==> config.mk <==
export PLATFORM = sky130hd
export DESIGN_NAME = scemi_in_pipe_put_packer_flat
export DESIGN_NICKNAME = d
export VERILOG_FILES = /design/src/rtl/scemi_in_pipe_put_packer_pkg.sv /design/src/rtl/scemi_in_pipe_put_packer_if.sv /design/src/rtl/scemi_elem_fifo.sv /design/src/rtl/scemi_in_pipe_put_packer.sv /design/src/flat_wrapper.sv
export SDC_FILE = /design/constraint.sdc
export NUM_CORES = 1
export LEC_CHECK = 0
export ABC_AREA = 1
export CORE_ASPECT_RATIO = 0.9
export CORE_MARGIN = 3
export CORE_UTILIZATION = 50
export CTS_CLUSTER_DIAMETER = 60
export DETAILED_ROUTE_END_ITERATION = 12
export HOLD_SLACK_MARGIN = 0.12
export PLACE_DENSITY = 0.76
export RECOVER_POWER = 25
export SYNTH_ARGS = -nofsm -noshare
export SYNTH_HDL_FRONTEND = slang
export SYNTH_SLANG_ARGS = --single-unit
export TNS_END_PERCENT = 10
==> constraint.sdc <==
create_clock -name clk -period 4.1 [get_ports clk]
set_input_delay 0.41 -clock clk [delete_from_list [all_inputs] [get_ports clk]]
set_output_delay 0.41 -clock clk [all_outputs]
set_load 0.03 [all_outputs]
==> src/rtl/scemi_in_pipe_put_packer_pkg.sv <==
// Shared parameters and helpers for the SCE-MI input-pipe put packer.
// Defaults describe the standard 8-bit x 4-beat build.
package scemi_in_pipe_put_packer_pkg;

    localparam int unsigned IN_WIDTH_DEF = 8;
    localparam int unsigned BEATS_DEF    = 4;
    localparam int unsigned DEPTH_DEF    = 2;
    localparam int unsigned CNT_W        = 32;

    // Index width that stays at least 1 bit for single-entry structures.
    function automatic int unsigned idx_w(input int unsigned n);
        return (n > 1) ? $clog2(n) : 1;
    endfunction

endpackage

==> src/rtl/scemi_in_pipe_put_packer_if.sv <==
// Beat stream in, pipe-element put out, plus the delivered-element counter.
// The slave modport is the packer's view; master is the environment's view.
interface scemi_in_pipe_put_packer_if
    import scemi_in_pipe_put_packer_pkg::*;
#(
    parameter int unsigned IN_WIDTH = IN_WIDTH_DEF,
    parameter int unsigned BEATS    = BEATS_DEF
);
    localparam int unsigned WIDTH = IN_WIDTH * BEATS;

    logic [IN_WIDTH-1:0] in_dat;
    logic                in_vld;
    logic                in_last;
    logic                in_rdy;
    logic [WIDTH-1:0]    data;
    logic                data_en;
    logic                data_rdy;
    logic [CNT_W-1:0]    elem_count;

    modport master (
        output in_dat, in_vld, in_last, data_rdy,
        input  in_rdy, data, data_en, elem_count
    );

    modport slave (
        input  in_dat, in_vld, in_last, data_rdy,
        output in_rdy, data, data_en, elem_count
    );

endinterface

==> src/rtl/scemi_elem_fifo.sv <==
// Completed-element FIFO: register array, mod-DEPTH pointers, occupancy counter.
// Head is visible combinationally; push is dropped when full, pop ignored when empty.
module scemi_elem_fifo
    import scemi_in_pipe_put_packer_pkg::*;
#(
    parameter int unsigned WIDTH = 32,
    parameter int unsigned DEPTH = DEPTH_DEF
) (
    input  logic             clk,
    input  logic             rst_n,
    input  logic             push_i,
    input  logic [WIDTH-1:0] push_dat_i,
    input  logic             pop_i,
    output logic [WIDTH-1:0] head_dat_o,
    output logic             full_o,
    output logic             empty_o
);
    localparam int unsigned PW = idx_w(DEPTH);
    localparam int unsigned CW = $clog2(DEPTH + 1);

    logic [WIDTH-1:0] mem_q [DEPTH];
    logic [PW-1:0]    wr_ptr_q, wr_ptr_d;
    logic [PW-1:0]    rd_ptr_q, rd_ptr_d;
    logic [CW-1:0]    cnt_q, cnt_d;
    logic             do_push, do_pop;

    function automatic logic [PW-1:0] ptr_inc(input logic [PW-1:0] p);
        return (p == PW'(DEPTH - 1)) ? '0 : p + PW'(1);
    endfunction

    assign full_o     = (cnt_q == CW'(DEPTH));
    assign empty_o    = (cnt_q == '0);
    assign do_push    = push_i && !full_o;
    assign do_pop     = pop_i && !empty_o;
    assign head_dat_o = mem_q[rd_ptr_q];

    always_comb begin
        wr_ptr_d = do_push ? ptr_inc(wr_ptr_q) : wr_ptr_q;
        rd_ptr_d = do_pop  ? ptr_inc(rd_ptr_q) : rd_ptr_q;
        cnt_d    = cnt_q;
        case ({do_push, do_pop})
            2'b10:   cnt_d = cnt_q + CW'(1);
            2'b01:   cnt_d = cnt_q - CW'(1);
            default: cnt_d = cnt_q;
        endcase
    end

    always_ff @(posedge clk or negedge rst_n) begin
        if (!rst_n) begin
            wr_ptr_q <= '0;
            rd_ptr_q <= '0;
            cnt_q    <= '0;
        end else begin
            wr_ptr_q <= wr_ptr_d;
            rd_ptr_q <= rd_ptr_d;
            cnt_q    <= cnt_d;
        end
    end

    // Storage is cleared too so the head reads zero out of reset.
    always_ff @(posedge clk or negedge rst_n) begin
        if (!rst_n) begin
            for (int i = 0; i < int'(DEPTH); i++) mem_q[i] <= '0;
        end else if (do_push) begin
            mem_q[wr_ptr_q] <= push_dat_i;
        end
    end

endmodule

==> src/rtl/scemi_in_pipe_put_packer.sv <==
// Packs BEATS narrow beats (or fewer, closed by in_last) into one pipe element for the put proxy.
// One-cycle latency from completing beat to put; beats stall only on a full element FIFO.
module scemi_in_pipe_put_packer
    import scemi_in_pipe_put_packer_pkg::*;
#(
    parameter int unsigned IN_WIDTH = IN_WIDTH_DEF,
    parameter int unsigned BEATS    = BEATS_DEF,
    parameter int unsigned DEPTH    = DEPTH_DEF
) (
    input  logic                   clk,
    input  logic                   rst_n,
    input  logic                   cnt_ld_i,
    input  logic [CNT_W-1:0]       cnt_ld_val_i,
    scemi_in_pipe_put_packer_if.slave pif
);
    localparam int unsigned WIDTH = IN_WIDTH * BEATS;
    localparam int unsigned LW    = idx_w(BEATS);

    logic                rst_an;
    logic [LW-1:0]       lane_q, lane_d;
    logic [WIDTH-1:0]    acc_q, acc_d;
    logic                ready_q;
    logic [CNT_W-1:0]    cnt_q, cnt_d;
    logic [WIDTH-1:0]    beat_word;
    logic [WIDTH-1:0]    elem_dat;
    logic                beat_acc, completing;
    logic                fifo_full, fifo_empty;

    // Builds using the shared positive-reset polarity get the input inverted here.
`ifdef SCEMI_POSITIVE_RESET
    assign rst_an = ~rst_n;
`else
    assign rst_an = rst_n;
`endif

    assign pif.in_rdy  = ready_q && !fifo_full;
    assign pif.data_en = !fifo_empty && pif.data_rdy;
    assign pif.elem_count = cnt_q;

    assign beat_acc   = pif.in_vld && pif.in_rdy;
    assign completing = beat_acc && (pif.in_last || (lane_q == LW'(BEATS - 1)));
    assign elem_dat   = acc_q | beat_word;

    always_comb begin
        beat_word = '0;
        for (int i = 0; i < int'(BEATS); i++) begin
            if (lane_q == LW'(i)) beat_word[i*IN_WIDTH +: IN_WIDTH] = pif.in_dat;
        end
    end

    always_comb begin
        lane_d = lane_q;
        acc_d  = acc_q;
        if (completing) begin
            lane_d = '0;
            acc_d  = '0;
        end else if (beat_acc) begin
            lane_d = lane_q + LW'(1);
            acc_d  = elem_dat;
        end
    end

    // Debug preload wins over the delivery increment.
    always_comb begin
        cnt_d = cnt_q + CNT_W'(pif.data_en);
        if (cnt_ld_i) cnt_d = cnt_ld_val_i;
    end

    always_ff @(posedge clk or negedge rst_an) begin
        if (!rst_an) begin
            lane_q  <= '0;
            acc_q   <= '0;
            ready_q <= 1'b0;
            cnt_q   <= '0;
        end else begin
            lane_q  <= lane_d;
            acc_q   <= acc_d;
            ready_q <= 1'b1;
            cnt_q   <= cnt_d;
        end
    end

    scemi_elem_fifo #(
        .WIDTH (WIDTH),
        .DEPTH (DEPTH)
    ) u_fifo (
        .clk        (clk),
        .rst_n      (rst_an),
        .push_i     (completing),
        .push_dat_i (elem_dat),
        .pop_i      (pif.data_en),
        .head_dat_o (pif.data),
        .full_o     (fifo_full),
        .empty_o    (fifo_empty)
    );

endmodule

==> src/flat_wrapper.sv <==
// flat-port wrapper written by rule: the top's interface ports become plain ports
module scemi_in_pipe_put_packer_flat import scemi_in_pipe_put_packer_pkg::*;
#(
    parameter int unsigned IN_WIDTH = IN_WIDTH_DEF,
    parameter int unsigned BEATS    = BEATS_DEF,
    parameter int unsigned DEPTH    = DEPTH_DEF
)
  (clk, rst_n, cnt_ld_i, cnt_ld_val_i, pif_in_dat, pif_in_vld, pif_in_last, pif_data_rdy, pif_in_rdy, pif_data, pif_data_en, pif_elem_count);
  scemi_in_pipe_put_packer_if #(.IN_WIDTH(IN_WIDTH), .BEATS(BEATS)) pif_i ();
  input  logic clk;
  input  logic rst_n;
  input  logic cnt_ld_i;
  input  logic [CNT_W-1:0] cnt_ld_val_i;
  input wire logic [$bits(pif_i.in_dat)-1:0] pif_in_dat;
  input wire logic [$bits(pif_i.in_vld)-1:0] pif_in_vld;
  input wire logic [$bits(pif_i.in_last)-1:0] pif_in_last;
  input wire logic [$bits(pif_i.data_rdy)-1:0] pif_data_rdy;
  output wire logic [$bits(pif_i.in_rdy)-1:0] pif_in_rdy;
  output wire logic [$bits(pif_i.data)-1:0] pif_data;
  output wire logic [$bits(pif_i.data_en)-1:0] pif_data_en;
  output wire logic [$bits(pif_i.elem_count)-1:0] pif_elem_count;
  assign pif_i.in_dat = pif_in_dat;
  assign pif_i.in_vld = pif_in_vld;
  assign pif_i.in_last = pif_in_last;
  assign pif_i.data_rdy = pif_data_rdy;
  assign pif_in_rdy = pif_i.in_rdy;
  assign pif_data = pif_i.data;
  assign pif_data_en = pif_i.data_en;
  assign pif_elem_count = pif_i.elem_count;
  scemi_in_pipe_put_packer #(.IN_WIDTH(IN_WIDTH), .BEATS(BEATS), .DEPTH(DEPTH)) u_core (.clk(clk), .rst_n(rst_n), .cnt_ld_i(cnt_ld_i), .cnt_ld_val_i(cnt_ld_val_i), .pif(pif_i));
endmodule
==> results of run 1 <==
## synthesized netlist by cell type, drive strengths merged
library cell / count / area share [%]
nand2: 310 / 18
dfrtp: 135 / 52
o21ai: 72 / 6.9
inv: 65 / 3.8
nor2: 60 / 3.6
a21oi: 40 / 3.1
nand3: 33 / 2.6
a211oi: 24 / 2.8
buf: 21 / 2.0
clkbuf: 15 / 0.87
ha: 7 / 1.4
xor2: 7 / 0.95
or2: 5 / 0.49
clkinv: 2 / 0.12
xnor2: 2 / 0.27
a21boi: 1 / 0.17
a31oi: 1 / 0.097
conb: 1 / 0.058
nand3b: 1 / 0.12
o21bai: 1 / 0.12
## power by group through the flow
stage | registers [W] | logic [W] | clock network [W]
floorplan | 0.00194 | 0.00125 | 0
finish | 0.00192 | 0.00201 | 0.00165
global route | 0.00196 | 0.00220 | 0.00173
CTS | 0.00191 | 0.00202 | 0.00167
global placement | 0.00192 | 0.00194 | 0
detailed placement | 0.00193 | 0.00201 | 0
## layout make-up
| class | count | share of cell area, % |
|---|---|---|
| Clock buffer | 19 | 5.246 |
| Clock inverter | 13 | 2.471 |
| Inverter | 67 | 3.047 |
| Multi-Input combinational cell | 565 | 31.79 |
| Sequential cell | 135 | 40.93 |
| Tap cell | 160 | 2.426 |
| Timing Repair Buffer | 119 | 14.08 |
## kinds of logic after synthesis
logic type      count (synthesis)  synth area share (%)
compound gates                139                 13.18
xor+xnor                        9                 1.225
fa+ha+maj                       7                 1.361
buf+inv                       103                 6.766
flops                         135                 52.50
other cells                     1               0.05828
simple gates                  409                 24.91
## registers in the layout, summed over array words and instances (netlist names)
name / count
u_core.ready_q: 1
u_core.u_fifo.mem_q: 64
u_core.pif.elem_count: 32
u_core.u_fifo.rd_ptr_q: 1
u_core.lane_q: 2
u_core.u_fifo.wr_ptr_q: 1
u_core.acc_q: 32
u_core.u_fifo.cnt_q: 2
## per-layer routing
layer  track usage (%)  up-vias  part of all wire, %
met1             34.28     2711                   44
met4             10.84        0                  2.5
met5                 0        -                    0
li1                  -     2757                    -
met3             5.712       42                  6.2
met2             38.77      179                   47
## worst min path at each step
stage / end / slack [ps] / cells after the start / from
2_1_floorplan: u_core.acc_q[0]$_DFFE_PN0P_ / 110 / 0 / rst_n
3_3_place_gp: u_core.u_fifo.mem_q[57]$_DFFE_PN0P_ / 470 / 2 / u_core.u_fifo.mem_q[57]$_DFFE_PN0P_
3_5_place_dp: u_core.u_fifo.mem_q[42]$_DFFE_PN0P_ / 470 / 2 / u_core.u_fifo.mem_q[42]$_DFFE_PN0P_
4_1_cts: u_core.pif.elem_count[22]$_DFF_PN0_ / 190 / 1 / rst_n
5_1_grt: u_core.u_fifo.mem_q[42]$_DFFE_PN0P_ / 500 / 2 / u_core.u_fifo.mem_q[42]$_DFFE_PN0P_
6_report: u_core.u_fifo.mem_q[42]$_DFFE_PN0P_ / 480 / 2 / u_core.u_fifo.mem_q[42]$_DFFE_PN0P_
## critical path, cell delays in order (launching register included)
cell,delay (ps)
dfrtp_1,320
buf_4,360
clkinv_1,980
nand2_1,260
nand2_1,110
clkdlybuf4s50_1,600
## stage by stage
step | std cells | instance area, um^2 | hold WS, ps | worst slack, ps | power, W
after floorplan | 803 | 6435 | 114.4 | 1879 | 0.003186
after global placement | 1046 | 7622 | 466.3 | 1166 | 0.003861
after detailed placement | 1046 | 7622 | 471.9 | 1057 | 0.003935
after CTS | 1078 | 8259 | 190.6 | 608.2 | 0.005603
after global routing | 1078 | 8253 | 504.5 | 370.8 | 0.005891
final | 1078 | 8253 | 483.9 | 604.1 | 0.005575
==> results.toml, run 1 <==
[sta]
report.final.setup_viol = 0
period_minus_slack_ps = 3496
rsz0062_at_grt = "no"
finalCritPeriodShare_pct = 85.27
fmax_mhz = 286.0
hold_viol = 0
slew_viol_final = 82
clock_skew_ps = 10.24
tns_ps = 0
tightest_slew_ps = 1966
relSlewSlack_pct = -31.08

[floorplanning]
die_h_um = 113.6
die_x_um = 125.6
core_area_mm2 = 0.01231
pin_count = 112
initial_core_util_pct = 52.26
die-area_mm2 = 0.01427
rows = 38

[detailed_routing]
drtPass1Iterations = 5
wl_per_cell_um = 15.85
vias = 5689
drc = 0
routed_wl_mm = 17.08
ant_nets = 0
drtIter0Drc = 541
routed_via_density = 5.277

[yosys]
ys_seq_area_share_pct = 52.50
synth_warnings = 0
syn_area_mm2 = 0.006435
synth_seq_cells = 135
syn_nets = 856
synth_cell_types = 28
synth_cells = 803
syn_area_per_cell_um2 = 8.014

[critical_path]
worstPathArrival_ps = 3090
startpoint_type = "register"
rr_worst_depth = 11
r2r_start = "u_core.u_fifo.cnt_q[0]$_DFFE_PN0P_"
worst-path-max-fanout = 33
crit_type = "reg2out"
rrSetupSlack_ps = 1510
endpoint_kind = "output port"
cp-endpoint = "pif_data[28]"
reg2reg_to = "u_core.pif.elem_count[10]$_DFF_PN0_"
critPathLaunch = "u_core.u_fifo.rd_ptr_q$_DFFE_PN0P_"
cp.required_ps = 3690

[layout]
drive_gt1_share_pct = 7.625
area_growth_pct = 28.25
nets = 958
fillers = 997
multi_input_area_mm2 = 0.002624
antenna_cells = 0
layout_common_cells = "nand2_1 (308), dfrtp_1 (135), clkdlybuf4s50_1 (110), inv_1 (64), nor2_1 (59)"
layout_commonest_cell = "nand2_1"
ff_latch_area_mm2 = 0.003378
fin_util_pct = 67.02

[pwr]
comb_power_share_pct = 36.0
clkPwrFrac_pct = 29.7
p_switching_w = 0.002072
p_sw_share_pct = 37.16
p_int_w = 0.003503
powerDensity_mw_per_mm2 = 675.5
p_seq_share_pct = 34.4
power_leakage_nw = 3.794
ir_worst_vdd_v = 0.0005240

[global_routing]
track_usage_pct = 25.06
antenna_found_initial = 0
grt_max_degree = 82
grt_overflow = 0
grt_pass1_wl_mm = 28.50
grt_pass1_vias = 5720

[clock_network]
cts_tree = "yes"
clk_pin_slew_ps = 60
htreeDepth = 4
clock_latency_ps = 420
cts_buffers = 17
root_buffer = "clkbuf_16"
cts_resized = 0
cts_setup_buffers = 0
clk_path_buf_depth = 2
postCtsHoldBufs = 0
cts_sinks = 135

[run_status]
status = "finished, violations left"
violations = "max-capacitance violations, max-slew violations"

[placement]
dpl.hpwl_mm = 11.38
portBuffers = 111
routabilityCongestion = 0.9222

[flow_run]
cap_violations = 2

[min_path]
hp-class = "reg2reg"
Note: power is estimated with default switching activity, not from simulation.
==> run 2: changes to the inputs <==
--- a/config.mk
+++ b/config.mk
@@ -14,6 +14,7 @@
 export HOLD_SLACK_MARGIN = 0.12
 export PLACE_DENSITY = 0.76
 export RECOVER_POWER = 25
+export SKIP_CTS_REPAIR_TIMING = 1
 export SYNTH_ARGS = -nofsm -noshare
 export SYNTH_HDL_FRONTEND = slang
 export SYNTH_SLANG_ARGS = --single-unit
==> results of run 2 <==
Same layout as run 1: the final DEF is identical, and so are final timing and power.
==> run 3: changes to the inputs <==
--- a/config.mk
+++ b/config.mk
@@ -13,7 +13,6 @@
 export DETAILED_ROUTE_END_ITERATION = 12
 export HOLD_SLACK_MARGIN = 0.12
 export PLACE_DENSITY = 0.76
-export RECOVER_POWER = 25
 export SKIP_CTS_REPAIR_TIMING = 1
 export SYNTH_ARGS = -nofsm -noshare
 export SYNTH_HDL_FRONTEND = slang
==> results.toml, run 3 (synthesis gave the netlist of run 1 again) <==
[layout]
stdcell_area_mm2 = 0.008259
fillers = 996
area_growth_pct = 28.35
largest_register = "u_core.u_fifo.mem_q"
drive_gt1_share_pct = 7.734
layout_common_cells = "nand2_1 (308), dfrtp_1 (135), clkdlybuf4s50_1 (110), inv_1 (64), nor2_1 (59)"
nets = 958
layout_commonest_cell = "nand2_1"
fin_cells = 1078
antenna_cells = 0
largest_reg_flops = 64

[critical_path]
slowest_delay_ps = 980
endpoint_kind = "output port"
startpoint_type = "register"
path_buf_inv = 3
rrSetupSlack_ps = 1510
reg2reg_to = "u_core.pif.elem_count[10]$_DFF_PN0_"
cp-endpoint = "pif_data[28]"
crit_type = "reg2out"
r2r_start = "u_core.u_fifo.cnt_q[0]$_DFFE_PN0P_"
cp_cell_sequence = "buf_4 -> clkinv_1 -> nand2_1 -> nand2_1 -> clkdlybuf4s50_1"
rr_worst_depth = 11
cp.required_ps = 3690
cp_num_cells = 5
cpMostUsedCell = "nand2_1"
worstPathArrival_ps = 3090
crit_family = "buffers and inverters"
worst-path-max-fanout = 33
slowest_stage = "clkinv_1"
critPathLaunch = "u_core.u_fifo.rd_ptr_q$_DFFE_PN0P_"

[clock_network]
cts_buffers = 17
clk_pin_slew_ps = 60
cts_tree = "yes"
clock_latency_ps = 420
cts_sinks = 135
htreeDepth = 4
clk_path_buf_depth = 2
root_buffer = "clkbuf_16"

[detailed_routing]
routed_wl_mm = 17.09
routed_via_density = 5.283
vias = 5695
drc = 0
wl_per_cell_um = 15.85
drtIter0Drc = 541
drtPass1Iterations = 5
ant_nets = 0

[sta]
period_minus_slack_ps = 3498
report.final.setup_viol = 0
clock_skew_ps = 10.05
slew_viol_final = 0
rsz0062_at_grt = "no"
tightest_slew_ps = 1096
relSlewSlack_pct = 26.45
tns_ps = 0
hold_viol = 0
fmax_mhz = 285.9
finalCritPeriodShare_pct = 85.31

[placement]
dpl.hpwl_mm = 11.38
routabilityCongestion = 0.9222
placed_cells = 1046
portBuffers = 111
dpl_cell_area_mm2 = 0.007622

[global_routing]
grt_overflow = 0
grt_pass1_vias = 5720
antenna_found_initial = 0
track_usage_pct = 25.06
grt_pass1_wl_mm = 28.50
grt_max_degree = 82

[floorplanning]
die-area_mm2 = 0.01427
die_h_um = 113.6
core_area_mm2 = 0.01231
die_x_um = 125.6
rows = 38
pin_count = 112
initial_core_util_pct = 52.26

[min_path]
hp-class = "in2async"

[pwr]
powerDensity_mw_per_mm2 = 675.2
power_leakage_nw = 3.799
ir_worst_vdd_v = 0.0005240

[flow_run]
cap_violations = 0

[run_status]
status = "finished clean"
==> run 3: changes by cell type in the layout (fill, tap and decap cells not counted) <==
cell      previous run  this run
clkbuf_2             1         0
clkbuf_1             3         2
buf_4                7         9
==> run 3: area by class of cell <==
cell class | count | area [um^2] | share of cell area [%]
tap | 160 | 200.2 | 2.424
multi-input combinational | 565 | 2624 | 31.77
timing repair buffer | 119 | 1169 | 14.15
sequential | 135 | 3378 | 40.90
clock buffer | 19 | 432.9 | 5.242
inverter | 67 | 251.5 | 3.045
clock inverter | 13 | 203.9 | 2.469
==> run 3: metal layers <==
metal / share of wire, % / global-route usage [%] / vias to the layer above
met3: 6.1 / 5.712 / 42
met1: 45 / 34.28 / 2720
met5: 0 / 0 / -
met4: 2.5 / 10.84 / 0
li1: - / - / 2758
met2: 47 / 38.77 / 175
==> run 3: report_power, final <==
part / internal (W) / switching (W) / leakage [nW]
combinational: 0.000741 / 0.00127 / 1.71
sequential: 0.00169 / 0.000229 / 1.77
clock: 0.00108 / 0.000578 / 0.311
==> run 3: worst min path at each step <==
stage                                                   start                                  end  slack, ps  depth (start not counted)
after detailed placement  u_core.u_fifo.mem_q[42]$_DFFE_PN0P_  u_core.u_fifo.mem_q[42]$_DFFE_PN0P_        470                          2
after floorplan                                         rst_n          u_core.acc_q[0]$_DFFE_PN0P_        110                          0
after CTS                                               rst_n  u_core.pif.elem_count[22]$_DFF_PN0_        190                          1
after global placement    u_core.u_fifo.mem_q[57]$_DFFE_PN0P_  u_core.u_fifo.mem_q[57]$_DFFE_PN0P_        470                          2
after global routing                                    rst_n  u_core.pif.elem_count[22]$_DFF_PN0_        240                          1
final                                                   rst_n  u_core.pif.elem_count[22]$_DFF_PN0_        150                          1
==> run 3: through the flow <==
step | hold slack (ps) | power (W) | setup slack, ps | util, %
finish | 153.5 | 0.005576 | 602.2 | 67.07
global route | 241.1 | 0.005892 | 370.8 | 67.07
CTS | 190.6 | 0.005603 | 608.2 | 67.07
detailed placement | 471.9 | 0.003935 | 1057 | 61.90
global placement | 466.3 | 0.003861 | 1166 | 61.90
floorplan | 114.4 | 0.003186 | 1879 | -
